**src/rtl/axis_mux.sv**
```systemverilog
// N-to-1 AXI-Stream multiplexer with packet-atomic round-robin arbitration and a registered output stage.
// Optional macro AXIS_MUX_TDEST_EN adds axis_o_tdest carrying the source index of each beat.
module axis_mux #(
  parameter int AXIS_BYTES        = 1,
  parameter int AXIS_TDEST_BITS   = 4,
  parameter int NUM_SLAVE_STREAMS = 2
) (
  input  logic                                      clk,
  input  logic                                      aresetn,
  output logic [NUM_SLAVE_STREAMS-1:0]              axis_i_tready,
  input  logic [NUM_SLAVE_STREAMS-1:0]              axis_i_tvalid,
  input  logic [NUM_SLAVE_STREAMS-1:0]              axis_i_tlast,
  input  logic [NUM_SLAVE_STREAMS*AXIS_BYTES*8-1:0] axis_i_tdata,
  input  logic                                      axis_o_tready,
  output logic                                      axis_o_tvalid,
  output logic                                      axis_o_tlast,
`ifdef AXIS_MUX_TDEST_EN
  output logic [AXIS_TDEST_BITS-1:0]                axis_o_tdest,
`endif
  output logic [AXIS_BYTES*8-1:0]                   axis_o_tdata
);

  localparam int DATA_W  = AXIS_BYTES * 8;
  localparam int N       = NUM_SLAVE_STREAMS;
  localparam int GRANT_W = $clog2(N);

  if (N < 2 || N > 16 || AXIS_BYTES < 1 || AXIS_TDEST_BITS < GRANT_W) begin : g_bad_params
    $error("axis_mux: illegal parameter combination");
  end

  typedef enum logic {
    ST_IDLE,
    ST_LOCKED
  } state_t;

  state_t               state_q, state_d;
  logic [GRANT_W-1:0]   grant_q, grant_d;
  logic [GRANT_W-1:0]   last_grant_q, last_grant_d;
  logic [GRANT_W-1:0]   rr_pick, rr_cand;
  logic                 rr_found;
  logic                 in_ready, in_fire;

  logic [DATA_W-1:0]    in_data [N];
  logic                 in_last [N];

  for (genvar i = 0; i < N; i++) begin : g_split
    assign in_data[i] = axis_i_tdata[i*DATA_W +: DATA_W];
    assign in_last[i] = axis_i_tlast[i];
  end

  // Round-robin search: first valid input strictly after last_grant, wrapping.
  // NOTE: every always_comb output gets a default on entry so no path leaves it unassigned (no latch).
  always_comb begin
    rr_found = 1'b0;
    rr_pick  = last_grant_q;
    rr_cand  = '0;
    for (int k = 1; k <= N; k++) begin
      rr_cand = GRANT_W'((int'(last_grant_q) + k) % N);
      if (!rr_found && axis_i_tvalid[rr_cand]) begin
        rr_found = 1'b1;
        rr_pick  = rr_cand;
      end
    end
  end

  always_comb begin
    state_d       = state_q;
    grant_d       = grant_q;
    last_grant_d  = last_grant_q;
    axis_i_tready = '0;
    in_ready      = 1'b0;
    in_fire       = 1'b0;
    case (state_q)
      ST_IDLE: begin
        if (rr_found) begin
          grant_d = rr_pick;
          state_d = ST_LOCKED;
        end
      end
      ST_LOCKED: begin
        in_ready               = !axis_o_tvalid || axis_o_tready;
        axis_i_tready[grant_q] = in_ready;
        in_fire                = in_ready && axis_i_tvalid[grant_q];
        // A tlast handshake releases the lock; the next cycle is the arbitration gap.
        if (in_fire && in_last[grant_q]) begin
          last_grant_d = grant_q;
          state_d      = ST_IDLE;
        end
      end
      default: state_d = ST_IDLE;
    endcase
  end

  // NOTE: sequential state uses non-blocking assignments so all registers update from pre-edge values.
  always_ff @(posedge clk or negedge aresetn) begin
    if (!aresetn) begin
      state_q      <= ST_IDLE;
      grant_q      <= '0;
      last_grant_q <= GRANT_W'(N - 1);
    end else begin
      state_q      <= state_d;
      grant_q      <= grant_d;
      last_grant_q <= last_grant_d;
    end
  end

  always_ff @(posedge clk or negedge aresetn) begin
    if (!aresetn) begin
      axis_o_tvalid <= 1'b0;
      axis_o_tlast  <= 1'b0;
      axis_o_tdata  <= '0;
    end else if (in_fire) begin
      axis_o_tvalid <= 1'b1;
      axis_o_tlast  <= in_last[grant_q];
      axis_o_tdata  <= in_data[grant_q];
    end else if (axis_o_tready) begin
      axis_o_tvalid <= 1'b0;
    end
  end

`ifdef AXIS_MUX_TDEST_EN
  always_ff @(posedge clk or negedge aresetn) begin
    if (!aresetn) begin
      axis_o_tdest <= '0;
    end else if (in_fire) begin
      axis_o_tdest <= AXIS_TDEST_BITS'(grant_q);
    end
  end
`endif

endmodule

```
**config.mk**
```make
export PLATFORM = sky130hd
export DESIGN_NAME = axis_mux
export DESIGN_NICKNAME = d
export VERILOG_FILES = /design/src/rtl/axis_mux.sv
export SDC_FILE = /design/constraint.sdc
export NUM_CORES = 1
export LEC_CHECK = 0
export ABC_CLOCK_PERIOD_IN_PS = 2850
export BUFFER_PORTS_ARGS = -buffer_cell sky130_fd_sc_hd__buf_2
export CAP_MARGIN = 40
export CORE_ASPECT_RATIO = 1.2
export CORE_MARGIN = 2
export CORE_UTILIZATION = 43
export CTS_CLUSTER_SIZE = 14
export DETAILED_ROUTE_END_ITERATION = 6
export PLACE_DENSITY = 0.8
export SYNTH_ARGS = -nofsm -noshare
export SYNTH_HDL_FRONTEND = slang
export SYNTH_SLANG_ARGS = --single-unit
```
**constraint.sdc**
```tcl
create_clock -name clk -period 2.85 [get_ports clk]
set_input_delay 0.57 -clock clk [delete_from_list [all_inputs] [get_ports clk]]
set_output_delay 0.57 -clock clk [all_outputs]
set_load 0.01 [all_outputs]
```
# Yosys cells after proc, flatten, opt, wreduce, memory -nomap -nowiden
# Index checks and enable logic that the tools add are counted.
dict set report word_totals {
  out_inout_bits 12
  regBits 13
  elab_cells 51
  inputBits 23
}
dict set report op_classes {
  n_reduce_logical 10
  order_cmp 5
  addsub 2
  mux 25
  n_bitwise 3
}
# operator n
set ops {}
lappend ops {{8-bit 2-to-1 mux} 3}
lappend ops {{1-bit 2-to-1 mux} 19}
lappend ops {{1-bit by 2-bit less-than comparator with 1-bit output (second input constant)} 3}
lappend ops {{1-bit logical AND} 4}
lappend ops {{2-bit AND reduction} 2}
lappend ops {{1-bit adder (second input constant)} 2}
lappend ops {{2-bit AND} 1}
lappend ops {{2-bit >= comparator (second input constant)} 1}
lappend ops {{1-bit logical NOT} 2}
lappend ops {{2-bit 2-to-1 mux} 1}
lappend ops {{1-bit NOT with 2-bit output} 1}
lappend ops {{1-bit case mux with 2 select lines} 1}
lappend ops {{2-bit nonzero test} 1}
lappend ops {{1-bit demux with 1-bit select} 1}
lappend ops {{1-bit >= comparator (second input constant)} 1}
lappend ops {{1-bit logical OR} 1}
lappend ops {{1-bit NOT} 1}

# Logic depth before layout (Yosys ltp)
dict set report depth {
  ltp_word 9
  mapped_depth 5
  ltp_nobuf 3
}

# Worst setup path before layout
# Ideal clock, no wire load.
dict set report synth_path {
  kind {input -> output}
  startpoint {input axis_o_tready}
  endpoint {output axis_i_tready[1]}
  path_stages 2
  arrival_ns 0.979
  required_time_ns 2.280
  n_path_buf 0
  path_slack_ns 1.301
  cell_sequence {nand2b_1 -> and3_1}
}
dict set report synth_via {
  elab_chain_len 3
}
# element line_no
set synth_lines {}
lappend synth_lines {{start: declaration} 14} ;# input logic axis_o_tready,
lappend synth_lines {{1-bit logical OR} 81} ;# in_ready = !axis_o_tvalid || axis_o_tready;
lappend synth_lines {{2-bit AND (no line)} n/a}
lappend synth_lines {{2-bit 2-to-1 mux} 73} ;# case (state_q)
lappend synth_lines {{end: declaration} 10} ;# output logic [NUM_SLAVE_STREAMS-1:0] axis_i_tready,
# No other way between the ends.

# Worst setup path after layout
dict set report layout_path {
  startpoint {register grant_q}
  endpoint {output axis_i_tready[1]}
}
dict set report layout_via {
  elab_chain_len 6
  elab_cells_between_ends 7
  classes_between {2 x order compare; 3 x mux; 1 x bitwise; 1 x reduce/logical}
}
# element line_no
set layout_lines {}
lappend layout_lines {{start: declaration} 37} ;# logic [GRANT_W-1:0] grant_q, grant_d;
lappend layout_lines {{start signal: assignment} 102} ;# grant_q <= grant_d;
lappend layout_lines {{1-bit by 2-bit less-than comparator with 1-bit output (implied by the code) / 1-bit >= comparator (equally long branches)} 82} ;# axis_i_tready[grant_q] = in_ready;
lappend layout_lines {{1-bit logical AND (implied by the code)} 82}
lappend layout_lines {{1-bit 2-to-1 mux (implied by the code)} 82}
lappend layout_lines {{1-bit demux with 1-bit select (*)} 82}
lappend layout_lines {{2-bit AND (no line) (*)} n/a}
lappend layout_lines {{2-bit 2-to-1 mux (*)} 73}
# Mark *: on every way between the ends. The rest lies on a longest branch, timed or not.

==> flow_metrics.py <==
metrics = {
    "grt": {
        "antenna_found_initial": 0,
        "grt_usage": 0.152,
        "grt_pass1_wl_mm": 1.93,
        "grt_overflow": 0,
        "grt_max_degree": 16,
        "grt_pass1_vias": 501,
    },
    "timing": {
        "worst_hold_slack_ns": 0.177,
        "max_slew_margin": 0.643,
        "setup-violations-final": 0,
        "timing.final.crit_share": 0.655,
        "fin_crit_ns": 1.87,
        "worst_slew_pin_slew_ns": 0.535,
        "finalMaxSlewViolations": 0,
        "clock.fmax_ghz": 0.536,
        "rsz0062_at_grt": "no",
        "skew_ns": 0.00389,
        "final_hold_viol_count": 0,
        "tns_ns": 0,
    },
    "floorplan": {
        "start_util": 0.469,
        "num_io_pins": 35,
        "coreArea_mm2": 0.00146,
        "rows": 15,
        "die_area_mm2": 0.00193,
        "die_y_um": 47.8,
        "die_w_um": 40.5,
    },
    "critical_path": {
        "rr_worst_depth": 3,
        "startpoint_type": "flip-flop",
        "cp_slowest_cell": "dfrtp_1",
        "reg2reg_to": "axis_o_tdata[3]",
        "r2r-start": "grant_q",
        "crit_required_ns": 2.28,
        "path_max_fanout": 15,
        "rrSetupSlack_ns": 1.05,
        "worstSetupPathType": "flip-flop to output port",
        "critPathCaptureType": "output port",
        "slowest_delay_ns": 0.68,
        "critPathBufInv": 1,
        "path_cells": "and3_1 -> buf_2",
        "crit_arrival_ns": 1.30,
        "path_depth": 2,
        "critPathTopFamily": "flip-flops",
    },
    "logic_synthesis": {
        "synth.distinct_cells": 20,
        "yosysWarnings": 0,
        "synth.top_cells.by_area": "dfrtp_1 (44%), mux2_4 (17%), mux2_2 (15%), dfstp_2 (3.8%), buf_6 (3.3%)",
        "ys_ff_latch": 13,
        "syn_nets": 74,
        "synth_top_area_cell": "dfrtp_1",
        "synth_top_area_share": 0.437,
        "syn_inst": 51,
        "netlist_area_um2": 687,
        "ys_seq_area_frac": 0.475,
        "syn_area_per_cell_um2": 13.5,
    },
    "clock_network": {
        "cts_made_buffers": 3,
        "cts.sinks": 13,
        "cts_root_buf": "clkbuf_4",
        "post_cts_buffers": 0,
        "path_clk_slew_ns": 0.08,
        "h-tree-depth": 1,
        "cts_resized": 0,
        "cts_buffer_depth": 2,
        "cts_tree": "built",
        "hold_buffers": 0,
        "clkLatencyLatePin_ns": 0.26,
    },
    "cells_and_area": {
        "final_common_cell": "buf_2",
        "final_layout_size_suffix_gt1_frac": 0.663,
        "area_growth_syn_to_layout_pct": 27.7,
        "final_nets": 110,
        "final_cell_mix": "buf_2 (34), dfrtp_1 (12), mux2_2 (9), mux2_4 (8), nand2_1 (4)",
        "antenna_cells": 0,
    },
    "routing": {
        "wirelength_mm": 1.31,
        "via_per_inst": 5.10,
        "vias": 525,
        "dr.pass1.iters": 4,
        "drc": 0,
        "drtIter0Drc": 10,
        "wl_per_cell_um": 12.7,
        "ant_nets": 0,
    },
    "pwr": {
        "p_leak_nw": 0.463,
        "power_density_mw_per_mm2": 1070,
        "vdd_drop_max_uv": 503,
    },
    "min_path": {
        "hp-class": "input port to asynchronous set/reset pin",
    },
    "run_status": {
        "outcome": "completed",
    },
    "place": {
        "place_hpwl_mm": 1.05,
        "numPortBuffers": 34,
        "gp_congestion": 0.735,
    },
    "run": {
        "cap_violations": 0,
    },
}
how the worst max path moves through the flow:
stage                        from          endpoint  slack [ns]
global route              grant_q  axis_i_tready[1]        0.90
finish                    grant_q  axis_i_tready[1]        0.98
floorplan           axis_o_tready  axis_i_tready[1]        1.30
detailed placement        grant_q   axis_o_tdata[3]        1.04
global placement          grant_q   axis_o_tdata[3]        1.06
CTS                       grant_q  axis_i_tready[1]        0.96
per-layer routing:
| layer | global-route usage | vias up | wire, um |
|---|---|---|---|
| met4 | 0.107 | 0 | 19 |
| met3 | 0.0279 | 2 | 65 |
| met1 | 0.153 | 251 | 478 |
| li1 | - | 254 | - |
| met2 | 0.273 | 18 | 746 |
| met5 | 0 | - | 0 |
cells in the mapped netlist:
cell / n
o32a_2: 1
nor2_1: 1
and3_1: 1
mux2_4: 8
inv_1: 2
nand4_1: 1
a32o_1: 1
buf_2: 1
buf_6: 2
nand3_2: 1
nand3_1: 1
nand2b_1: 1
dfrtp_1: 12
mux2_2: 9
dfstp_2: 1
mux2i_1: 1
a21oi_1: 1
o2bb2ai_1: 1
nand2_1: 4
nor2b_1: 1
registers in the layout, indices dropped and copies added, names as in the netlist:
register and flops:
axis_o_tdata 8, axis_o_tlast 1, axis_o_tvalid 1, grant_q 1, last_grant_q 1, state_q 1
power by group:
part	internal [mW]	total (mW)	switching, mW
combinational	0.275	0.461	0.186
sequential	0.284	0.368	0.0842
clock	0.0540	0.106	0.0520
total	0.613	0.936	0.323
kinds of logic after synthesis:
group | Yosys count | share of synthesized area
buffers and inverters | 5 | 0.0510
AND/OR/NAND/NOR | 11 | 0.0856
AO/OA/AOI/OAI | 4 | 0.0510
flip-flops | 13 | 0.475
multiplexers | 18 | 0.337
per-stage QoR:
step / utilization / power (mW) / area [um2] / cells / worst slack, ns
finish: 0.599 / 0.936 / 877 / 103 / 0.983
global placement: 0.581 / 0.824 / 851 / 99 / 1.06
CTS: 0.599 / 0.947 / 877 / 103 / 0.965
detailed placement: 0.581 / 0.840 / 851 / 99 / 1.04
floorplan: - / 0.718 / 687 / 51 / 1.30
global route: 0.599 / 1.00 / 877 / 103 / 0.896
cell type report:
cell class,count,area [um2]
Fill cell,139,587
Tap cell,17,21.3
Timing Repair Buffer,34,170
Multi-Input combinational cell,33,325
Clock buffer,4,26.3
Sequential cell,13,327
Inverter,2,7.51
Power figures use the tool's default switching activity.
